## config.mk

```make
export PLATFORM = sky130hd
export DESIGN_NAME = pushbutton_event_decoder
export DESIGN_NICKNAME = d
export VERILOG_FILES = /design/src/rtl/pb_event_pkg.sv /design/src/rtl/pb_tick_gen.sv /design/src/rtl/pushbutton_event_decoder.sv
export SDC_FILE = /design/constraint.sdc
export NUM_CORES = 1
export LEC_CHECK = 0
export ABC_AREA = 1
export BUFFER_PORTS_ARGS = -buffer_cell sky130_fd_sc_hd__buf_4
export CAP_MARGIN = 20
export CELL_PAD_IN_SITES_DETAIL_PLACEMENT = 0
export CELL_PAD_IN_SITES_GLOBAL_PLACEMENT = 2
export CORE_MARGIN = 2
export CORE_UTILIZATION = 35
export DETAILED_ROUTE_END_ITERATION = 8
export PLACE_DENSITY = 0.76
export RECOVER_POWER = 25
export SETUP_SLACK_MARGIN = 0.4
export SYNTH_ARGS = -nofsm -noshare
export SYNTH_HDL_FRONTEND = slang
export SYNTH_HIERARCHICAL = 1
export SYNTH_SLANG_ARGS = --single-unit
```

## constraint.sdc

```tcl
create_clock -name clk_i -period 3.1 [get_ports clk_i]
set_input_delay 0.465 -clock clk_i [delete_from_list [all_inputs] [get_ports clk_i]]
set_output_delay 0.465 -clock clk_i [all_outputs]
set_load 0.05 [all_outputs]
```

## src/rtl/pb_event_pkg.sv

```systemverilog
// Shared types and defaults for the pushbutton gesture decoder.
// State encoding and default tick timing live here.
package pb_event_pkg;

   typedef enum logic [2:0] {
      ST_IDLE,
      ST_PRESS1,
      ST_WAIT2,
      ST_PRESS2,
      ST_LONG
   } state_t;

   localparam int DEF_CLK_DIV = 125000;
   localparam int DEF_LONG_T  = 800;
   localparam int DEF_DBL_T   = 300;
   localparam int DEF_RPT_T   = 100;
   localparam int DEF_TW      = 16;

   function automatic logic is_held(input state_t s);
      return (s == ST_PRESS1) || (s == ST_PRESS2) || (s == ST_LONG);
   endfunction

endpackage

```

## src/rtl/pb_tick_gen.sv

```systemverilog
// Prescaler producing one tick every CLK_DIV clocks.
// clr_i restarts the count so the next tick is CLK_DIV cycles away.
module pb_tick_gen #(
   parameter int CLK_DIV = 125000
) (
   input  logic clk_i,
   input  logic rst_i,
   input  logic clr_i,
   output logic tick_o
);

   localparam int PW = (CLK_DIV > 2) ? $clog2(CLK_DIV) : 1;

   logic [PW-1:0] cnt_q;

   assign tick_o = (cnt_q == PW'(CLK_DIV - 1));

   always_ff @(posedge clk_i) begin
      if (rst_i || clr_i) begin
         cnt_q <= '0;
      end else if (tick_o) begin
         cnt_q <= '0;
      end else begin
         cnt_q <= cnt_q + 1'b1;
      end
   end

endmodule

```

## src/rtl/pushbutton_event_decoder.sv

```systemverilog
// Classifies debounced press/release pulses into click, double click,
// long press and auto-repeat events.
module pushbutton_event_decoder
   import pb_event_pkg::*;
#(
   parameter int CLK_DIV = DEF_CLK_DIV,
   parameter int LONG_T  = DEF_LONG_T,
   parameter int DBL_T   = DEF_DBL_T,
   parameter int RPT_T   = DEF_RPT_T,
   parameter int TW      = DEF_TW
) (
   input  logic clk_i,
   input  logic rst_i,
   input  logic pb_down_i,
   input  logic pb_up_i,
   output logic click_o,
   output logic dbl_click_o,
   output logic long_o,
   output logic rpt_o,
   output logic hold_o,
   output logic busy_o
);

   state_t        state_q, state_d;
   logic [TW-1:0] timer_q;
   logic          tick;
   logic          clr;
   logic          evt_down, evt_up;
   logic          hit_long, hit_dbl, hit_rpt;
   logic          click_d, dbl_d, long_d, rpt_d;

   // Simultaneous press and release cancel each other.
   assign evt_down = pb_down_i & ~pb_up_i;
   assign evt_up   = pb_up_i & ~pb_down_i;

   assign hit_long = tick && (timer_q == TW'(LONG_T - 1));
   assign hit_dbl  = tick && (timer_q == TW'(DBL_T - 1));
   assign hit_rpt  = tick && (timer_q == TW'(RPT_T - 1));

   always_comb begin
      state_d = state_q;
      click_d = 1'b0;
      dbl_d   = 1'b0;
      long_d  = 1'b0;
      rpt_d   = 1'b0;
      unique case (state_q)
         ST_IDLE: begin
            if (evt_down) state_d = ST_PRESS1;
         end
         ST_PRESS1: begin
            if (evt_up) begin
               state_d = ST_WAIT2;
            end else if (hit_long) begin
               long_d  = 1'b1;
               state_d = ST_LONG;
            end
         end
         ST_WAIT2: begin
            if (evt_down) begin
               state_d = ST_PRESS2;
            end else if (hit_dbl) begin
               click_d = 1'b1;
               state_d = ST_IDLE;
            end
         end
         ST_PRESS2: begin
            if (evt_up) begin
               dbl_d   = 1'b1;
               state_d = ST_IDLE;
            end else if (hit_long) begin
               click_d = 1'b1;
               long_d  = 1'b1;
               state_d = ST_LONG;
            end
         end
         ST_LONG: begin
            if (evt_up) begin
               state_d = ST_IDLE;
            end else if (hit_rpt) begin
               rpt_d = 1'b1;
            end
         end
         default: state_d = ST_IDLE;
      endcase
   end

   // Every state change and every repeat restarts the time base.
   assign clr = (state_d != state_q) || rpt_d;

   pb_tick_gen #(
      .CLK_DIV(CLK_DIV)
   ) u_tick (
      .clk_i (clk_i),
      .rst_i (rst_i),
      .clr_i (clr),
      .tick_o(tick)
   );

   always_ff @(posedge clk_i) begin
      if (rst_i || clr) begin
         timer_q <= '0;
      end else if (tick && (timer_q != '1)) begin
         timer_q <= timer_q + 1'b1;
      end
   end

   always_ff @(posedge clk_i) begin
      if (rst_i) begin
         state_q     <= ST_IDLE;
         click_o     <= 1'b0;
         dbl_click_o <= 1'b0;
         long_o      <= 1'b0;
         rpt_o       <= 1'b0;
      end else begin
         state_q     <= state_d;
         click_o     <= click_d;
         dbl_click_o <= dbl_d;
         long_o      <= long_d;
         rpt_o       <= rpt_d;
      end
   end

   assign hold_o = is_held(state_q);
   assign busy_o = (state_q != ST_IDLE);

endmodule

```

==> impl_metrics.py, run 1 <==
metrics = {
    "synth": {
        "synth-seq-cells": 40,
        "synth_xor_xnor_area_share": 0.0693,
        "yosys_warnings": 6,
        "post_synth_mux_area_share": 0.00417,
        "yosysSeqAreaShare": 0.334,
        "yosys_most_used_dff": "dfxtp_1",
        "post_synth_inst_count": 348,
        "asyncSetResetFlopFracSynth": 0,
        "synth_top_family_by_area": "simple AND/OR/NAND/NOR gates",
        "syn_area_um2": 2400,
        "share_of_the_synthesized_area_in_compound_gates_ao_oa_aoi_oai": 0.0406,
        "yosys.area_share.adder": 0.0208,
        "post_synth_num_cell_types": 32,
        "syn_avg_cell_area_um2": 6.90,
        "synth_fp_nets": 356,
        "yosys.area_share.simple": 0.436,
        "synth_enable_flop_cells": 0,
    },
    "timing": {
        "period_share": 0.773,
        "totalNegativeSetupSlack_ns": 0,
        "setup_repair_after_global_routing_missed_its_margin": "no",
        "skew_ns": 0.00998,
        "post-route-worst-setup-slack_ns": 0.704,
        "timing.slew.headroom": 0.598,
        "period_minus_slack_ns": 2.40,
        "setup_viol": 0,
        "final_max_slew_viol_count": 0,
        "fmax_mhz": 417,
        "worst-slew-pin-transition_ns": 0.606,
        "timing.final.hold_violations": 0,
    },
    "place": {
        "portBuffers": 9,
        "dp_cells": 435,
        "dpl.hpwl_um": 3920,
        "placement.setup.worst_slack_ns": 0.518,
        "globalplace.congestion": 0.789,
    },
    "floorplanning": {
        "standard_cell_rows": 30,
        "die_w_um": 86.8,
        "die_h_um": 86.8,
        "io_pins": 10,
        "floorplan.initialDensity": 0.357,
        "die_area_um2": 7540,
        "placeableCoreArea_um2": 6720,
    },
    "routing": {
        "vias_per_inst": 4.50,
        "detailedRoute.firstIterationViolations": 68,
        "detail_route.wirelength_um": 5240,
        "antenna_violating_nets_remaining": 0,
        "remaining_drc_errors": 0,
        "dr_total_vias": 2037,
        "drtPass1Iterations": 4,
        "wirelength_per_cell_um": 11.6,
    },
    "clocking": {
        "cts_max_level": 2,
        "clk-insertion-delay-late_ns": 0.29,
        "clock_tree.root_cell": "clkbuf_8",
        "cts.reportedPaths.clkPinSlew_ns": 0.08,
        "cts.sinks": 40,
        "cts-buffers-inserted": 5,
        "cts_max_path_bufs": 2,
        "cts_tree": "done",
    },
    "worst_hold_path": {
        "timing.hold.worst.class": "primary input to flop",
        "holdCritStartpoint": "rst_i",
        "holdPathStages": 2,
        "min_to": "long_o$_SDFF_PP0_",
    },
    "global_routing": {
        "initial_antenna_violation_count": 0,
        "gr-total-overflow": 0,
        "maximum_number_of_pins_on_one_net_before_global_route_repair": 17,
        "grtUsageMet1": 0.201,
        "first_global_vias": 1993,
        "grt_util_all_layers": 0.155,
        "grt_pass1_wl_um": 9220,
        "gr-usage-met2": 0.257,
        "gr_peak_layer": "met2",
        "met3_usage": 0.0324,
    },
    "final_layout": {
        "mostFrequentLayoutCells": "nand2_1 (70), nor2_1 (65), inv_1 (46), dfxtp_1 (39), nand3_1 (25)",
        "antennaDiodeCount": 0,
        "mostFrequentLayoutCell": "nand2_1",
        "layout-drive-gt1-share": 0.166,
        "sequential_cell_area_um2": 802,
        "layout.filler_cells": 729,
        "multiInputGateArea_um2": 1380,
        "areaGrowthSynthToFinish_pct": 13.2,
        "layoutNonFillerInstCount": 453,
        "design.final.nets": 380,
    },
    "setup_path": {
        "r2r_setup_slack_ns": 0.70,
        "worstRegToRegCells": 19,
        "timing.critical_path.buf_inv": 2,
        "crit-reg2reg-capture": "u_tick/cnt_q[7]$_SDFF_PP0_",
        "timing.critical_path.mode_cell": "nand2_1",
        "setup.worst_path.start_class": "flop",
        "slowest_stage": "dfxtp_1",
        "setup.worst_path.class": "flop to flop",
        "critical-path-top-delay-family": "simple AND/OR/NAND/NOR gates",
        "cp.required_ns": 3.33,
        "critPathMaxFanout": 7,
        "r2r_start": "u_tick/cnt_q[1]$_SDFF_PP0_",
        "crit_chain": "ha_1, nand2_1, inv_1, nand2_1, nor2_1, nand2_2, inv_1, nand4_1, nor2_1, nand2_1, nand2_1, nand3_1, nand2_1, nand2_1, nand2_2, nand2_1, nor2_4, nand2_2, a21oi_2",
        "cp_data_arrival_time_ns": 2.63,
        "end_kind": "flop",
        "critPathMaxStageDelay_ns": 0.36,
    },
    "power_and_ir_drop": {
        "leakage_nw": 1.07,
        "power.density_cell_area_nw_per_um2": 401,
        "worst_ir_drop_vdd_mv": 0.180,
    },
    "outcome": {
        "run_status": "finished clean",
    },
    "flow_run": {
        "drv.max_cap_violation_count": 0,
    },
}
[cell usage after synthesis, types with 2 or more instances]
cell type | number | area, µm²
nor3_1 | 9 | 45.0
nand2_4 | 2 | 22.5
nand2_2 | 10 | 62.6
nand2_1 | 69 | 259
ha_1 | 4 | 50.1
o21bai_1 | 2 | 15.0
nor2_2 | 6 | 37.5
nor4_1 | 2 | 12.5
nor2_1 | 66 | 248
nand3_2 | 3 | 30.0
a31oi_1 | 2 | 12.5
inv_2 | 5 | 18.8
a21oi_1 | 5 | 25.0
o21ai_0 | 6 | 30.0
nand4_1 | 4 | 25.0
nor2_4 | 12 | 135
xnor2_1 | 8 | 70.1
xor2_1 | 11 | 96.3
nand3_1 | 25 | 125
inv_1 | 45 | 169
clkinv_1 | 2 | 7.51
dfxtp_1 | 40 | 801
[power by group]
part	internal (mW)	switching, mW
Sequential	0.519	0.00497
Combinational	0.0305	0.0645
Clock	0.284	0.186
[worst max-delay path by stage]
stage | start | to | slack (ns) | cells past startpoint
after global routing | u_tick/cnt_q[1]$_SDFF_PP0_ | u_tick/cnt_q[0]$_SDFF_PP0_ | 0.29 | 19
after global placement | u_tick/cnt_q[0]$_SDFF_PP0_ | u_tick/cnt_q[11]$_SDFF_PP0_ | 0.57 | 19
after floorplan | u_tick/cnt_q[0]$_SDFF_PP0_ | u_tick/cnt_q[10]$_SDFF_PP0_ | 0.78 | 20
final | u_tick/cnt_q[1]$_SDFF_PP0_ | u_tick/cnt_q[7]$_SDFF_PP0_ | 0.70 | 19
after CTS | u_tick/cnt_q[0]$_SDFF_PP0_ | u_tick/cnt_q[16]$_SDFF_PP0_ | 0.48 | 19
after detailed placement | u_tick/cnt_q[0]$_SDFF_PP0_ | u_tick/cnt_q[16]$_SDFF_PP0_ | 0.52 | 19
[per-stage QoR]
stage               area [µm²]  utilization  hold WS, ns  power [mW]
finish                    2720        0.404        0.409        1.09
global route              2720        0.404        0.408        1.15
CTS                       2660        0.396        0.390        1.10
detailed placement        2530        0.377        0.455       0.617
global placement          2530        0.377        0.445       0.618
floorplan                 2400            -        0.433       0.606
[kinds of logic (layout without fill, tap and decap cells)]
logic type / Yosys count / count (layout)
xor gates and xnor gates: 19 / 19
and+or+nand+nor: 213 / 214
buffers and inverters: 54 / 78
DFF: 40 / 40
AOI/OAI and AO/OA: 17 / 17
muxes: 1 / 1
adders and majority gates: 4 / 4
[sequential cells by signal, indices dropped and copies added (netlist names)]
name and flops:
dbl_click_o 1, long_o 1, state_q 3, click_o 1
u_tick/cnt_q 17, timer_q 16, rpt_o 1
[layout make-up]
type | instances | share of cell area
clock buffer | 7 | 0.0355
clock inverter | 1 | 0.0110
inverter | 52 | 0.0718
multi-input combinational | 255 | 0.508
sequential | 40 | 0.295
tap | 80 | 0.0368
timing repair buffer | 18 | 0.0414
[per-layer routing]
metal	routed length, µm	vias to the layer above
met4	69	0
met2	2470	21
met5	0	-
met3	117	8
li1	-	1125
met1	2590	883
[worst register-to-register path, cell delays in order, from the launching register on]
cell and delay (ns):
dfxtp_1 0.36, ha_1 0.15, nand2_1 0.07, inv_1 0.06
nand2_1 0.05, nor2_1 0.13, nand2_2 0.08, inv_1 0.13
nand4_1 0.13, nor2_1 0.16, nand2_1 0.07, nand2_1 0.09
nand3_1 0.08, nand2_1 0.08, nand2_1 0.07, nand2_2 0.08
nand2_1 0.09, nor2_4 0.17, nand2_2 0.16, a21oi_2 0.13
[repair_timing]
item | in CTS | in global routing
hold buffers | 0 | 0
setup buffers | 0 | 9
gates resized for setup | 0 | 5
endpoints found under the hold margin | 0 | 0
setup endpoints to repair | 0 | 33
Power figures use the tool's default switching activity.
==> run 2: changes to the inputs <==
--- a/config.mk
+++ b/config.mk
@@ -11,9 +11,9 @@
 export CELL_PAD_IN_SITES_DETAIL_PLACEMENT = 0
 export CELL_PAD_IN_SITES_GLOBAL_PLACEMENT = 2
 export CORE_MARGIN = 2
-export CORE_UTILIZATION = 35
+export CORE_UTILIZATION = 31
 export DETAILED_ROUTE_END_ITERATION = 8
-export PLACE_DENSITY = 0.76
+export PLACE_DENSITY = 0.71
 export RECOVER_POWER = 25
 export SETUP_SLACK_MARGIN = 0.4
 export SYNTH_ARGS = -nofsm -noshare
==> constraint.sdc (replaced) <==
create_clock -name clk_i -period 2.2 [get_ports clk_i]
set_input_delay 0.33 -clock clk_i [delete_from_list [all_inputs] [get_ports clk_i]]
set_output_delay 0.33 -clock clk_i [all_outputs]
set_load 0.05 [all_outputs]
==> run 2 against run 1 <==
  * Non-clock buffer count increased by 21
  * Total power increased by 28%
  * Wire length increased by 9.8%
  * Register-to-register slack got worse by 0.61 ns
  * Critical path type unchanged
  * Largest cell class unchanged
  * Highest routed layer unchanged
==> impl_metrics.py, run 2 (synthesis gave the netlist of run 1 again) <==
metrics = {
    "global_routing": {
        "grt_pass1_wl_um": 10100,
        "maximum_number_of_pins_on_one_net_before_global_route_repair": 12,
        "grt_util_all_layers": 0.151,
        "first_global_vias": 2206,
        "gr-total-overflow": 0,
        "initial_antenna_violation_count": 0,
    },
    "final_layout": {
        "mostFrequentLayoutCells": "nand2_1 (65), nor2_1 (62), inv_1 (43), dfxtp_1 (36), buf_4 (27)",
        "biggestRegsByFlops": "u_tick/cnt_q x17, timer_q x16, state_q x3",
        "largest_reg_flops": 17,
        "mostFrequentLayoutCell": "nand2_1",
        "antennaDiodeCount": 0,
        "max_flop_register": "u_tick/cnt_q",
        "areaGrowthSynthToFinish_pct": 25.5,
        "layoutNonFillerInstCount": 495,
        "finish.utilization": 0.396,
        "layout.filler_cells": 837,
        "layout-drive-gt1-share": 0.270,
        "design.final.nets": 401,
    },
    "setup_path": {
        "cp_data_arrival_time_ns": 2.34,
        "setup.worst_path.start_class": "flop",
        "critPathLaunch": "u_tick/cnt_q[0]$_SDFF_PP0_",
        "critPathMaxFanout": 8,
        "cp.required_ns": 2.43,
        "r2r_start": "u_tick/cnt_q[0]$_SDFF_PP0_",
        "end_kind": "flop",
        "setup.worst_path.class": "flop to flop",
    },
    "floorplanning": {
        "placeableCoreArea_um2": 7610,
        "die_w_um": 92.0,
        "io_pins": 10,
        "die_h_um": 92.0,
        "die_area_um2": 8460,
        "standard_cell_rows": 32,
        "floorplan.initialDensity": 0.316,
    },
    "clocking": {
        "cts_max_path_bufs": 2,
        "cts-buffers-inserted": 5,
        "cts.sinks": 40,
        "cts.reportedPaths.clkPinSlew_ns": 0.08,
        "cts_max_level": 2,
        "cts_tree": "done",
        "clk-insertion-delay-late_ns": 0.29,
        "clock_tree.root_cell": "clkbuf_8",
    },
    "place": {
        "dp_cells": 471,
        "portBuffers": 9,
        "dpl.hpwl_um": 4290,
        "globalplace.congestion": 0.798,
    },
    "timing": {
        "setup_viol": 0,
        "worst-slew-pin-transition_ns": 0.589,
        "period_share": 0.959,
        "setup_repair_after_global_routing_missed_its_margin": "yes",
        "fmax_mhz": 474,
        "final_max_slew_viol_count": 0,
        "timing.final.hold_violations": 0,
        "skew_ns": 0.00736,
        "timing.slew.headroom": 0.609,
        "period_minus_slack_ns": 2.11,
    },
    "routing": {
        "remaining_drc_errors": 0,
        "vias_per_inst": 4.34,
        "detailedRoute.firstIterationViolations": 78,
        "drtPass1Iterations": 4,
        "antenna_violating_nets_remaining": 0,
        "dr_total_vias": 2148,
        "wirelength_per_cell_um": 11.6,
        "detail_route.wirelength_um": 5760,
    },
    "power_and_ir_drop": {
        "leakage_nw": 1.21,
        "worst_ir_drop_vdd_mv": 0.199,
        "power.density_cell_area_nw_per_um2": 462,
    },
    "outcome": {
        "run_status": "finished clean",
    },
    "worst_hold_path": {
        "holdCritStartpoint": "rst_i",
        "timing.hold.worst.class": "primary input to flop",
    },
    "flow_run": {
        "drv.max_cap_violation_count": 0,
    },
}
## run 2: what timing repair did
item	in CTS	in global routing
pin swaps	14	9
hold endpoints to repair	0	0
endpoints found under the setup margin	34	37
gates resized for setup	13	12
setup buffers	14	2
hold buffers	0	0
gates cloned	1	0
## run 2: worst paths after layout
| kind | endpoint | slack, ns | cells past startpoint |
|---|---|---|---|
| max | u_tick/cnt_q[3]$_SDFF_PP0_ | 0.09 | 20 |
| max reg2reg | u_tick/cnt_q[3]$_SDFF_PP0_ | 0.09 | 20 |
| min reg2reg | u_tick/cnt_q[16]$_SDFF_PP0_ | 0.49 | 2 |
| min | long_o$_SDFF_PP0_ | 0.28 | 2 |
## run 2: power breakdown
| group | leakage, nW | internal [mW] | switching, mW |
|---|---|---|---|
| registers | 0.325 | 0.731 | 0.00707 |
| clock network | 0.0410 | 0.216 | 0.263 |
| logic | 0.840 | 0.0668 | 0.108 |
| total | 1.21 | 1.01 | 0.378 |
## run 2: layer usage
layer / up-vias / part of all wire / GRT usage
met5: - / 0 / 0
met3: 5 / 0.033 / 0.0320
met4: 0 / 0.012 / 0.0410
met1: 949 / 0.52 / 0.203
met2: 24 / 0.44 / 0.246
li1: 1170 / - / -
## run 2: cell type report
| cell class | count | area (µm²) | area share |
|---|---|---|---|
| flip-flops and latches | 40 | 808 | 0.268 |
| repair buffers | 39 | 340 | 0.113 |
| well taps | 102 | 128 | 0.0423 |
| clock inverters | 1 | 5.00 | 0.00166 |
| inverters | 52 | 195 | 0.0648 |
| multi-input cells | 255 | 1470 | 0.486 |
| clock buffers | 6 | 72.6 | 0.0241 |
## run 2: stage by stage
| stage | setup TNS [ns] | power (mW) | area, µm² | hold slack [ns] | setup WS (ns) |
|---|---|---|---|---|---|
| 3_3_place_gp | 0 | 0.902 | 2720 | 0.441 | 0.0699 |
| 4_1_cts | 0 | 1.42 | 2960 | 0.276 | 0.0207 |
| 3_5_place_dp | 0 | 0.902 | 2720 | 0.452 | 0.0303 |
| 6_report | 0 | 1.39 | 3010 | 0.282 | 0.0906 |
| 2_1_floorplan | 0 | 0.863 | 2430 | 0.399 | 0.134 |
| 5_1_grt | -2.15 | 1.47 | 3010 | 0.279 | -0.113 |
## run 2: critical path, cell delays in order (launching register included)
cell and delay [ns]:
dfxtp_4 0.35, ha_4 0.15, nand2_4 0.05, inv_2 0.03
nand2_1 0.05, nor2_1 0.04, nand2_2 0.07, inv_2 0.05
nand4_1 0.10, nor2_2 0.05, nand2_1 0.06, nand2_2 0.06
buf_4 0.15, buf_6 0.10, nand3_1 0.07, nand2_1 0.06
inv_2 0.08, nand2_2 0.07, nor2_4 0.21, nand2_8 0.13
a21oi_4 0.12
